[config.mk]
export PLATFORM = sky130hd
export DESIGN_NAME = run_length_detector
export DESIGN_NICKNAME = d
export VERILOG_FILES = /design/src/rtl/run_length_detector.sv
export SDC_FILE = /design/constraint.sdc
export NUM_CORES = 1
export LEC_CHECK = 0
export ABC_AREA = 1
export BUFFER_PORTS_ARGS = -buffer_cell sky130_fd_sc_hd__buf_2
export CAP_MARGIN = 20
export CELL_PAD_IN_SITES_DETAIL_PLACEMENT = 2
export CELL_PAD_IN_SITES_GLOBAL_PLACEMENT = 2
export CORE_MARGIN = 4
export CORE_UTILIZATION = 28
export CTS_BUF_LIST = sky130_fd_sc_hd__clkbuf_16
export CTS_CLUSTER_SIZE = 30
export DETAILED_ROUTE_END_ITERATION = 10
export GPL_ROUTABILITY_DRIVEN = 0
export PLACE_DENSITY_LB_ADDON = 0.2
export SKIP_CTS_REPAIR_TIMING = 1
export SLEW_MARGIN = 20
export SYNTH_ARGS = -nofsm -noshare
export SYNTH_HDL_FRONTEND = slang
export SYNTH_SLANG_ARGS = --single-unit
export TNS_END_PERCENT = 10
[constraint.sdc]
create_clock -name clk -period 3.8 [get_ports clk]
set_clock_uncertainty 0.05 [all_clocks]
set_input_delay 0.19 -clock clk [delete_from_list [all_inputs] [get_ports clk]]
set_output_delay 0.19 -clock clk [all_outputs]
set_load 0.005 [all_outputs]
[src/rtl/run_length_detector.sv]
// Detects runs of RUN_LEN consecutive bits equal to pattern_bit on a valid-qualified serial input.
// Optional max_run output (longest run since reset) is enabled by defining RUN_LENGTH_DETECTOR_MAX_RUN_EN.
module run_length_detector #(
    parameter int unsigned RUN_LEN = 3,
    parameter int unsigned CNT_W   = 8,
    localparam int unsigned RW     = $clog2(RUN_LEN + 1)
) (
    input  logic             clk,
    input  logic             rst,
    input  logic             a,
    input  logic             in_valid,
    input  logic             pattern_bit,
    input  logic             overlap,
    output logic             y,
    output logic [RW-1:0]    run_len,
    output logic [CNT_W-1:0] det_cnt
`ifdef RUN_LENGTH_DETECTOR_MAX_RUN_EN
    ,
    output logic [CNT_W-1:0] max_run
`endif
);

    generate
        if (RUN_LEN < 2 || RUN_LEN > 255) begin : g_bad_run_len
            $error("run_length_detector: RUN_LEN must be in 2..255");
        end
        if (CNT_W < 1) begin : g_bad_cnt_w
            $error("run_length_detector: CNT_W must be at least 1");
        end
    endgenerate

    typedef enum logic [1:0] {
        IDLE,
        RUN,
        HIT
    } state_t;

    localparam logic [RW-1:0] LEN_FULL = RW'(RUN_LEN);

    state_t           state, state_n, base_state;
    logic [RW-1:0]    run_len_n, base_len;
    logic [CNT_W-1:0] det_cnt_n;
    logic             pat_q, pat_chg, match, hit, y_n;

    always_comb begin
        // A pattern change discards the run before the current bit is judged.
        pat_chg    = (pattern_bit != pat_q);
        base_len   = pat_chg ? '0 : run_len;
        base_state = pat_chg ? IDLE : state;
        match      = (a == pattern_bit);
        hit        = ({1'b0, base_len} + 1'b1) >= {1'b0, LEN_FULL};

        state_n   = base_state;
        run_len_n = base_len;
        det_cnt_n = det_cnt;
        y_n       = 1'b0;

        if (in_valid) begin
            if (!match) begin
                state_n   = IDLE;
                run_len_n = '0;
            end else if (!hit) begin
                state_n   = RUN;
                run_len_n = base_len + 1'b1;
            end else begin
                y_n = 1'b1;
                if (det_cnt != '1) begin
                    det_cnt_n = det_cnt + 1'b1;
                end
                if (overlap) begin
                    state_n   = HIT;
                    run_len_n = LEN_FULL;
                end else begin
                    state_n   = IDLE;
                    run_len_n = '0;
                end
            end
        end
    end

    always_ff @(posedge clk) begin
        if (rst) begin
            state   <= IDLE;
            run_len <= '0;
            det_cnt <= '0;
            y       <= 1'b0;
            pat_q   <= pattern_bit;
        end else begin
            state   <= state_n;
            run_len <= run_len_n;
            det_cnt <= det_cnt_n;
            y       <= y_n;
            pat_q   <= pattern_bit;
        end
    end

`ifdef RUN_LENGTH_DETECTOR_MAX_RUN_EN
    logic [CNT_W-1:0] streak, streak_base, streak_n;

    // Uncapped run length: keeps counting past RUN_LEN regardless of overlap mode.
    always_comb begin
        streak_base = pat_chg ? '0 : streak;
        streak_n    = streak_base;
        if (in_valid) begin
            if (!match) begin
                streak_n = '0;
            end else if (streak_base != '1) begin
                streak_n = streak_base + 1'b1;
            end
        end
    end

    always_ff @(posedge clk) begin
        if (rst) begin
            streak  <= '0;
            max_run <= '0;
        end else begin
            streak <= streak_n;
            if (streak_n > max_run) begin
                max_run <= streak_n;
            end
        end
    end
`else
    // Without max_run the run length only needs to count up to RUN_LEN.
`endif

endmodule

==> flow_summary_export.csv <==
group,metric,value,unit
route,viasPerCell,4.69,
timing,finalSetupTns,0,ns
setup_path,reg2reg_depth,8,
setup_path,cp-end-kind,"flip-flop",
synth,synth-simple-area-share,0.460,
global_routing,antenna_found_initial,0,
timing,post-route-period-util,0.369,
timing,finalMaxSlewViolations,0,
clock_tree,htree_levels,1,
synth,yosysTopAreaCellShare,0.355,
placed_design,pre_cts_ws,2.40,ns
route,drt_iter0_drc,5,
synth,seq_area_frac_synth,0.355,
synth,yosysTopAreaCell,"dfxtp_1",
global_routing,grt_max_degree,11,
min_path,whs_path_depth,1,
floorplan,die_w,57.2,µm
floorplan,row_count,17,
synth,synthMuxAreaShare,0,
synth,syn_nets,113,
cells_and_area,areaGrowthSynthToFinish,28.7,%
cells_and_area,nets,134,
cells_and_area,antenna_cells,0,
timing,finalSetupViolCount,0,
route,vias,722,
clock_tree,clock-root-buffer,"clkbuf_16",
timing,period_needed,1.40,ns
timing,rsz0062_at_grt,"no",
global_routing,overflow,0,
setup_path,cp_max_fo,4,
timing,slew_headroom,0.801,
floorplan,initial_core_util,0.300,
floorplan,dieArea,0.00327,mm²
power,leakage,0.000440,µW
power,peakVddDrop,0.377,mV
clock_tree,cts_num_sinks,12,
floorplan,ios,17,
setup_path,rr_endpoint,"det_cnt[6]$_SDFFE_PP0P_",
synth,ys_types,17,
timing,fin_ws,2.40,ns
timing,finalHoldViolations,0,
job,cap_violations,0,
clock_tree,cts-buffers-inserted,3,
route,ant_nets,0,
synth,synth_area,677,µm²
synth,synth-compound-area-share,0.0591,
synth,ys_ff_latch,12,
power,power_density,397,mW/mm²
min_path,hold_class,"in -> reg",
synth,yosysWarnings,0,
timing,whs,0.0590,ns
setup_path,regToRegSetupSlack,2.40,ns
min_path,min_to,"pat_q$_DFF_P_",
timing,worst_pin_slew,0.298,ns
synth,syn_area_per_cell,6.39,µm²
route,drt-total-wl,2020,µm
floorplan,core,0.00225,mm²
synth,synth_top_family_by_area,"simple AND/OR/NAND/NOR gates",
status,status,"complete, no violations",
setup_path,worst-setup-path-type,"reg -> reg",
global_routing,grt_pass1_vias,773,
synth,synth_xor_area_frac,0.0129,
synth,ys_top_cells_by_area,"dfxtp_1, nand2_1, nor2_1",
clock_tree,cts_tree,"built",
route,post_drt_wl_per_cell,13.1,µm
clock_tree,clkTransAtPathRegs,0.05,ns
global_routing,grt_pass1_wl,3510,µm
floorplan,die_y,57.2,µm
placed_design,io_buffers,16,
synth,netlist_instances,106,
timing,fmax,0.714,GHz
setup_path,required,3.88,ns
route,drt_pass1_iterations,4,
setup_path,cp-start-kind,"flip-flop",
min_path,min-delay-start,"pattern_bit",
cells_and_area,drive_above_1_share,0.222,
route,drc,0,
setup_path,worst_r2r_startpoint,"det_cnt[0]$_SDFFE_PP0P_",
setup_path,arrival,1.49,ns
placed_design,dpl.hpwl,1600,µm
clock_tree,clockBufferDepth,2,
global_routing,grtUsageTotal,0.140,
synth,synth_fa_ha_area_frac,0.0185,
clock_tree,worstSkewPairLatency,0.24,ns
## power by group
group	switching (µW)	total (µW)	leakage (µW)	internal (µW)
sequential	0.863	129	0.0000972	128
combinational	14.2	21.1	0.000304	6.93
clock	57.5	196	0.0000385	139
total	72.6	346	0.000440	274
## stage by stage
| step | util | cell area [µm²] | instances | power, µW |
|---|---|---|---|---|
| final | 0.386 | 871 | 154 | 346 |
| after global routing | 0.386 | 871 | 154 | 360 |
| after CTS | 0.386 | 871 | 154 | 350 |
| after detailed placement | 0.351 | 792 | 150 | 153 |
| after global placement | 0.351 | 792 | 150 | 151 |
| after floorplan | - | 677 | 106 | 144 |
## layout make-up
class                      count  area (µm²)
fill                         295        1380
multi-input combinational     77         373
sequential                    12         240
timing repair buffer          16        80.1
clock buffer                   3        75.1
inverter                      17        63.8
tap                           28        35.0
clock inverter                 1        3.75
## flip-flops by register name, summed over array words and instances, names as in the netlist
name / flops
run_len: 2
pat_q: 1
y: 1
det_cnt: 8
## cells in the final DEF (no fill, tap or decap)
cell type / count
inv_1: 15
nor2_4: 3
o21ai_0: 1
clkbuf_16: 3
buf_2: 16
inv_2: 1
dfxtp_1: 12
ha_1: 1
xor2_1: 1
nand2_1: 28
clkinv_1: 2
nor3_1: 1
nor2_1: 18
nor2_2: 1
nand4_1: 1
nand2_2: 2
nand3_2: 2
a21oi_1: 7
nand3_1: 11
## Yosys cell counts, drive strengths merged
master	instances
a21oi	7
clkinv	1
dfxtp	12
ha	1
inv	16
nand2	30
nand3	13
nand4	1
nor2	22
nor3	1
o21ai	1
xor2	1
## metal layers
layer / global-route usage / part of all wire
met4: 0.0298 / 0.0060
met5: 0 / 0
met2: 0.253 / 0.50
met3: 0.0498 / 0.056
met1: 0.158 / 0.44
## how the worst max path moves through the flow
stage | start | to | depth (start not counted)
6_report | det_cnt[0]$_SDFFE_PP0P_ | det_cnt[6]$_SDFFE_PP0P_ | 8
3_3_place_gp | det_cnt[0]$_SDFFE_PP0P_ | det_cnt[7]$_SDFFE_PP0P_ | 7
3_5_place_dp | det_cnt[0]$_SDFFE_PP0P_ | det_cnt[6]$_SDFFE_PP0P_ | 7
4_1_cts | det_cnt[0]$_SDFFE_PP0P_ | det_cnt[6]$_SDFFE_PP0P_ | 8
5_1_grt | det_cnt[0]$_SDFFE_PP0P_ | det_cnt[6]$_SDFFE_PP0P_ | 8
2_1_floorplan | det_cnt[0]$_SDFFE_PP0P_ | det_cnt[5]$_SDFFE_PP0P_ | 6
## cell families (layout without fill, tap and decap cells)
| group | Yosys count | in the layout |
|---|---|---|
| flops | 12 | 12 |
| buf+inv | 17 | 37 |
| simple gates | 67 | 67 |
| xor+xnor | 1 | 1 |
| fa+ha+maj | 1 | 1 |
| compound gates | 8 | 8 |
## critical path: stages (launching register included)
cell and delay (ns):
dfxtp_1 0.37, ha_1 0.22, nand2_1 0.08, nor2_1 0.13
nand2_1 0.09, nor2_1 0.15, nand3_1 0.10, nand2_1 0.07
nor2_1 0.04
Power figures use the tool's default switching activity.
